<file path="config.mk">
export PLATFORM = sky130hd
export DESIGN_NAME = dualrail_chan_source
export DESIGN_NICKNAME = d
export VERILOG_FILES = /design/src/rtl/dualrail_chan_source.sv
export SDC_FILE = /design/constraint.sdc
export NUM_CORES = 1
export LEC_CHECK = 0
export CORE_MARGIN = 2
export CORE_UTILIZATION = 56
export DETAILED_ROUTE_END_ITERATION = 10
export PLACE_DENSITY = 0.79
export SYNTH_ARGS = -nofsm -noshare
export SYNTH_HDL_FRONTEND = slang
export SYNTH_SLANG_ARGS = --single-unit
</file>
<file path="constraint.sdc">
create_clock -name clk -period 2.8 [get_ports clk]
set_input_delay 0.56 -clock clk [delete_from_list [all_inputs] [get_ports clk]]
set_output_delay 0.56 -clock clk [all_outputs]
set_load 0.005 [all_outputs]
</file>
<file path="src/rtl/dualrail_chan_source.sv">
// Clocked-to-QDI bridge: valid/ready FIFO feeding a 4-phase
// dual-rail channel, with enable synchronizer and replay mode.
module dualrail_chan_source #(
  parameter int WIDTH    = 4,
  parameter int DEPTH    = 8,
  parameter int E_ACTIVE = 1,
  parameter int SYNC     = 2,
  parameter int CNTW     = 16
) (
  input  logic             clk,
  input  logic             rst_n,
  input  logic             in_valid,
  output logic             in_ready,
  input  logic [WIDTH-1:0] in_data,
  input  logic             loop_en,
  output logic [WIDTH-1:0] d_t,
  output logic [WIDTH-1:0] d_f,
  input  logic             e,
  output logic             busy,
  output logic [CNTW-1:0]  tok_count
);

  localparam int AW = $clog2(DEPTH);
  localparam logic E_LVL = (E_ACTIVE != 0);
  localparam logic [AW:0] P_ONE = 1;
  localparam logic [CNTW-1:0] C_ONE = 1;

  typedef enum logic [1:0] {
    IDLE,
    DATA,
    NEUT
  } state_t;

  state_t           state;
  logic [SYNC-1:0]  sync_q;
  logic             e_s;

  logic [WIDTH-1:0] mem [DEPTH];
  logic [AW:0]      wr_ptr;
  logic [AW:0]      rd_ptr;
  logic [AW:0]      rp;
  logic [AW:0]      cur_ptr;
  logic [AW:0]      head_ptr;
  logic [AW:0]      nxt_rp;
  logic             loop_act;
  logic             cur_loop;
  logic             full;
  logic             empty;
  logic             push;
  logic             pop;
  logic             done;

  // Bring the receiver enable into the clock domain, reset to "not ready"
  always_ff @(posedge clk or negedge rst_n) begin
    if (!rst_n) sync_q <= {SYNC{~E_LVL}};
    else        sync_q <= {sync_q[SYNC-2:0], e};
  end

  assign e_s = ~(sync_q[SYNC-1] ^ E_LVL);

  assign full  = (wr_ptr[AW] != rd_ptr[AW]) &&
                 (wr_ptr[AW-1:0] == rd_ptr[AW-1:0]);
  assign empty = (wr_ptr == rd_ptr);

  assign in_ready = rst_n & ~full & ~loop_en;
  assign push     = in_valid & in_ready;
  assign done     = (state == DATA) & ~e_s;
  assign pop      = done & ~cur_loop;

  assign head_ptr = (loop_en & loop_act) ? rp : rd_ptr;
  assign nxt_rp   = cur_ptr + P_ONE;

  assign busy = (state != IDLE) | ~empty;

  // FIFO storage, written on accepted pushes
  always_ff @(posedge clk) begin
    if (push) mem[wr_ptr[AW-1:0]] <= in_data;
  end

  // Handshake FSM, FIFO pointers, replay pointer and token counter
  always_ff @(posedge clk or negedge rst_n) begin
    if (!rst_n) begin
      state     <= IDLE;
      d_t       <= '0;
      d_f       <= '0;
      wr_ptr    <= '0;
      rd_ptr    <= '0;
      rp        <= '0;
      cur_ptr   <= '0;
      loop_act  <= 1'b0;
      cur_loop  <= 1'b0;
      tok_count <= '0;
    end else begin
      if (push) wr_ptr <= wr_ptr + P_ONE;
      if (pop)  rd_ptr <= rd_ptr + P_ONE;
      unique case (state)
        IDLE: begin
          loop_act <= loop_en;
          if (loop_en & ~loop_act) rp <= rd_ptr;
          if (e_s & ~empty) begin
            state    <= DATA;
            d_t      <= mem[head_ptr[AW-1:0]];
            d_f      <= ~mem[head_ptr[AW-1:0]];
            cur_ptr  <= head_ptr;
            cur_loop <= loop_en;
          end
        end
        DATA: begin
          if (!e_s) begin
            state     <= NEUT;
            d_t       <= '0;
            d_f       <= '0;
            tok_count <= tok_count + C_ONE;
            if (cur_loop)
              rp <= (nxt_rp == wr_ptr) ? rd_ptr : nxt_rp;
          end
        end
        NEUT: begin
          if (e_s) state <= IDLE;
        end
        default: state <= IDLE;
      endcase
    end
  end

endmodule

</file>
==> reports/qor.txt, run 1 <==
outcome - finished clean
final antenna-violating net count - 0
Die X-Extent - 83.6 um
IO buf count - 34
Seq/Total Area, Yosys - 59.6%
post-CTS setup buffers - 0
Max Clock Freq - 0.369 GHz
Mapped Cells - 295
synthesized flop and latch total - 78
CTS clk-pin slew, worst paths - 80 ps
PwrDens - 981 nW/um^2
slew margin rel. - 57.5%
Die Span Y - 83.6 um
layout cells sized above 1 - 13.2%
startpoint types - register
crit path DAT - 2150 ps
die area - 6980 um^2
Slew @ Worst Pin - 638 ps
CP max FO - 8
Hold Path Class - input port to asynchronous set/reset pin
Initial Utilization - 58.8%
max-cap violations - 0
GRT Total Usage - 21.0%
row count - 28
latest clock arrival within the worst-skew pair - 350 ps
Vias - 2332
asr flop ratio synth - 59.0%
CP Capture Type - output port
RSZ-0062 raised after global routing - no
ant diodes - 0
first-pass GRT wire length - 11500 um
Core Area - 6030 um^2
1st-iter DRT viols - 175
Synth Flop Type - dfrtp_1
Fillers - 444
Crit path max-delay family - simple AND/OR/NAND/NOR gates
max-slew violations - 0
Avg WL per Cell - 16.1 um
CTS Buf Count - 9
CTS sink cnt - 78
Bufs and invs on worst path - 1
critical path class - register to output port
DRT Wirelength - 6660 um
TNS Setup - 0 ps
vias in the first global route - 2280
Crit-path slowest cell - dfrtp_1
average instance area after synthesis - 12.0 um^2
Synthesized Nets - 308
power after layout - 4.05 mW
YS warnings - 0
post-synth cell types - 49
io pins - 35
most frequent cells in the layout - nand2_1 (54), dfrtp_1 (46), clkdlybuf4s50_1 (33), edfxtp_1 (32)
# hold bufs at CTS - 0
area of the mapped netlist - 3540 um^2
VDD IR-drop max - 0.532 mV
final hold viol count - 0
CTS root buffer - clkbuf_8
min Tclk post-route - 2710 ps
DRT Pass-1 Iters - 4
placed cell count - 399
final non-filler cell total - 415
Cell Chain, Critical Path - xnor2_1, nand4b_1, or3_1, clkdlybuf4s50_1
most common cell after layout, fill and taps aside - nand2_1
GPL Wtd Cong - 0.857
Post-synth EDFFs - 32
Worst EP required - 2240 ps
largest net degree at the start of global routing - 47
post_cts resized - 0
initial antenna violation count - 0
Clock Path Buffers - 2
Setup Viol. Count Final - 0
DP HPWL - 4740 um
Worst path max stage delay - 510 ps
Post-route DRC - 0
CTS tree - done
# nets final - 348
Area Growth Syn to Fin - 16.5%
Leak Pwr - 1.62 nW
Setup Skew - 12.6 ps
depth of the CTS H-tree - 3
final period utilization - 96.9%
GRT overflow - 0
via/cell ratio - 5.62
-- through the flow --
stage / util, % / hold WS [ps] / instance area, um^2 / setup slack, ps
after CTS: 68.5 / 350 / 4130 / 78.8
final: 68.5 / 343 / 4130 / 87.9
after global routing: 68.5 / 359 / 4130 / 2.40
after global placement: 65.5 / 333 / 3950 / 304
after floorplan: - / 264 / 3540 / 868
after detailed placement: 65.5 / 339 / 3950 / 237
-- worst paths after layout --
kind / depth (start not counted) / to / start / slack (ps)
setup / recovery: 4 / busy / wr_ptr[2] / 90
hold / removal: 2 / sync_q[1] / rst_n / 340
setup reg to reg: 6 / rp[1] / cur_ptr[0] / 730
hold reg to reg: 0 / sync_q[1] / sync_q[0] / 350
max in group asynchronous: 2 / tok_count[9] / rst_n / 2060
min in group clk: 0 / sync_q[1] / sync_q[0] / 350
-- final cells by class --
type | instances | area, um^2 | share of cell area [%]
Sequential cell | 78 | 2110 | 51.1
Inverter | 3 | 11.3 | 0.273
Clock inverter | 6 | 45.0 | 1.09
Timing Repair Buffer | 39 | 373 | 9.03
Multi-Input combinational cell | 204 | 1360 | 32.9
Clock buffer | 10 | 138 | 3.33
Tap cell | 75 | 93.8 | 2.27
-- power breakdown --
part / internal [mW] / switching [mW]
clock network: 0.348 / 0.418
registers: 1.43 / 0.317
logic: 0.737 / 0.801
total: 2.51 / 1.54
-- flip-flops by register name, indices dropped and copies added, names as in the netlist --
name and flops:
mem 32, tok_count 16, cur_ptr 4, d_f 4
d_t 4, rd_ptr 4, rp 4, wr_ptr 4
state 2, sync_q 2, cur_loop 1, loop_act 1
-- synth_stat cells, types with 4 or more instances --
library cell  number  area share [%]
dfrtp_1           46              32
a21oi_1            7            0.99
edfxtp_1          32              27
mux2i_1            4             1.1
nor2_1            12             1.3
xnor2_1           22             5.4
nand2b_1           7             1.2
a31oi_1            5            0.88
o21ai_0            6            0.85
ha_1               4             1.4
xor2_1             6             1.5
a31o_1             4            0.99
o21ai_1            5            0.71
nand2_1           54             5.7
nand3_1           22             3.1
mux2_2             5             1.6
-- cell families (layout without fill, tap and decap cells) --
family / after synthesis / count (layout) / synth area share, %
and+or+nand+nor: 118 / 118 / 16.2
buffers and inverters: 13 / 58 / 2.12
xor gates and xnor gates: 31 / 31 / 8.30
muxes: 13 / 13 / 4.52
adders and majority gates: 4 / 4 / 1.41
AOI/OAI and AO/OA: 38 / 38 / 7.84
DFF: 78 / 78 / 59.6
-- worst register-to-register path, cell delays in order, from the launching register on --
cell and delay, ps:
dfrtp_1 460, ha_1 260, xnor2_2 190, xor2_1 290
a31oi_4 170, mux2_4 330, mux2_2 260
-- routing by layer --
| metal | vias up | track usage [%] | part of all wire [%] |
|---|---|---|---|
| li1 | 1126 | - | - |
| met1 | 1130 | 28.8 | 46 |
| met2 | 64 | 31.8 | 48 |
| met3 | 12 | 5.64 | 4.5 |
| met4 | 0 | 9.09 | 1.8 |
| met5 | - | 0 | 0 |
(Power assumes the default switching activity.)
==> run 2, diff against run 1 <==
Settings changed: CTS_BUF_LIST set to sky130_fd_sc_hd__clkbuf_16, HOLD_SLACK_MARGIN set to 0.06.
Clock period 2.8 ns to 2.5 ns, I/O delays scaled along.
==> run 2 against run 1 <==
  * Register-to-register slack worse by 290 ps
  * Final cell count up 3.4%
  * Wire length up 5.2%
  * Critical path type is now input port to output port
  * Largest cell class unchanged
==> reports/qor.txt, run 2 (synthesized netlist as in run 1, its figures left out) <==
# hold bufs at CTS - 0 (unchanged)
CP max FO - 3 (-5)
Setup Viol. Count Final - 0 (unchanged)
CTS root buffer - clkbuf_16
final hold viol count - 0 (unchanged)
latest clock arrival within the worst-skew pair - 340 ps (about the same)
1st-iter DRT viols - 138 (-21%)
most common cell after layout, fill and taps aside - nand2_1
IO buf count - 34 (unchanged)
routing usage on met1 - 28.1% (-0.70 points)
startpoint types - input port
Area Growth Syn to Fin - 23.3%
worst r2r src - cur_ptr[0]
DRT Pass-1 Iters - 4 (unchanged)
final period utilization - 93.4%
Vias - 2396 (+2.7%)
RSZ-0062 raised after global routing - no
GPL Wtd Cong - 0.838 (-2.3%)
CTS clk-pin slew, worst paths - 60 ps (-20 ps)
GRT Total Usage - 21.5% (+0.51 points)
CTS tree - done
VDD IR-drop max - 0.677 mV (+27%)
Slew @ Worst Pin - 571 ps (-66.9 ps)
Die X-Extent - 83.6 um (unchanged)
# nets final - 362 (+4.0%)
Initial Utilization - 58.8% (unchanged)
DP HPWL - 4870 um (+2.8%)
Avg WL per Cell - 16.3 um (+1.8%)
crit path DAT - 1830 ps (-320 ps)
Setup Skew - 8.89 ps (-3.71 ps)
critical path endpoint - in_ready
slew margin rel. - 61.9% (+4.5 points)
Clock Path Buffers - 2 (unchanged)
crit path from - loop_en
via/cell ratio - 5.59 (-0.61%)
Post-Route Utilization - 72.5% (+4.0 points)
vias in the first global route - 2376 (+4.2%)
depth of the CTS H-tree - 3 (unchanged)
Die Span Y - 83.6 um (unchanged)
Reg-to-Reg End - rp[1]
DRT Wirelength - 7010 um (+5.2%)
Switching Power - 1.76 mW (+15%)
max-cap violations - 0 (unchanged)
Hold Path Class - input port to asynchronous set/reset pin
layout cells sized above 1 - 17.5% (+4.3 points)
initial antenna violation count - 0 (unchanged)
Reg2Reg Setup Slack - 440 ps (-290 ps)
Sequential Power Share - 36.8% (-6.3 points)
outcome - finished clean
Comb power frac - 38.5% (+0.5 points)
io pins - 35 (unchanged)
Net Sw Frac - 34.6% (-3.3 points)
critical path class - input port to output port
Post-route DRC - 0 (unchanged)
GRT met3 Usage - 4.75% (-0.89 points)
r2r worst-path depth - 6 (unchanged)
met2 Usage GRT - 34.8% (+3.0 points)
Fillers - 405 (-8.8%)
first-pass GRT wire length - 11700 um (+1.6%)
min Tclk post-route - 2330 ps
Largest register FFs - 32 (unchanged)
GRT overflow - 0 (unchanged)
ant diodes - 0 (unchanged)
gr busiest metal - met2
row count - 28 (unchanged)
PwrDens - 1170 nW/um^2 (+19%)
TNS Setup - 0 ps (unchanged)
Core Area - 6030 um^2 (unchanged)
max-slew violations - 0 (unchanged)
Leak Pwr - 1.77 nW (+8.9%)
clock group share of total power - 24.7% (+5.8 points)
die area - 6980 um^2 (unchanged)
Worst EP required - 2000 ps (-240 ps)
CP Capture Type - output port
most frequent cells in the layout - nand2_1 (54), dfrtp_1 (45), clkdlybuf4s50_1 (32), edfxtp_1 (32), nand3_1 (22)
largest net degree at the start of global routing - 47 (unchanged)
final antenna-violating net count - 0 (unchanged)
Max Clock Freq - 0.428 GHz
CTS Buf Count - 9 (unchanged)
CTS sink cnt - 78 (unchanged)
Pint - 3.33 mW (+33%)
run 2: worst max-delay path, cell delays in order:
cell and delay, ps:
clkdlybuf4s50_1 460, nand2b_1 180, a41oi_2 170, clkdlybuf4s50_1 530
run 2: per-layer routing:
layer | share of wire [%] | wire, um
met3 | 5.1 | 358
met4 | 1.1 | 77
met2 | 51 | 3570
met1 | 43 | 3010
met5 | 0 | 0
run 2: repair_timing:
item,in CTS,in global routing
endpoints found under the setup margin,1,1
buffers inserted,0,5
cloned,0,0
pin swaps,0,1
gates resized for setup,2,3
run 2: how the worst min path moves through the flow:
stage / from / to / slack [ps]
5_1_grt: sync_q[0] / sync_q[1] / 370
4_1_cts: rst_n / sync_q[0] / 310
3_5_place_dp: sync_q[0] / sync_q[1] / 350
3_3_place_gp: sync_q[0] / sync_q[1] / 330
2_1_floorplan: rst_n / cur_loop / 200
6_report: rst_n / sync_q[0] / 290
run 2: through the flow:
stage               worst slack, ps  instance area (um^2)  cells  hold WS, ps  power (mW)
finish                          165                  4370    429          289        5.10
floorplan                       578                  3540    295          204        3.18
CTS                            9.72                  4320    424          313        5.04
global route                   69.1                  4370    429          368        5.41
global placement                186                  4020    408          333        3.70
detailed placement              127                  4020    408          351        3.76
run 2: area by class of cell:
type / count / area (um^2) / share of cell area, %
Multi-Input combinational cell: 204 / 1380 / 31.6
Clock inverter: 7 / 66.3 / 1.52
Inverter: 3 / 11.3 / 0.258
Tap cell: 75 / 93.8 / 2.15
Sequential cell: 78 / 2110 / 48.4
Clock buffer: 9 / 225 / 5.15
Timing Repair Buffer: 53 / 480 / 11.0
run 2: power by group through the flow:
| stage | clock, mW | sequential, mW | combinational (mW) |
|---|---|---|---|
| final | 1.26 | 1.88 | 1.96 |
| after global routing | 1.33 | 1.91 | 2.17 |
| after CTS | 1.27 | 1.88 | 1.90 |
| after detailed placement | 0 | 1.89 | 1.87 |
| after global placement | 0 | 1.89 | 1.81 |
| after floorplan | 0 | 1.85 | 1.33 |
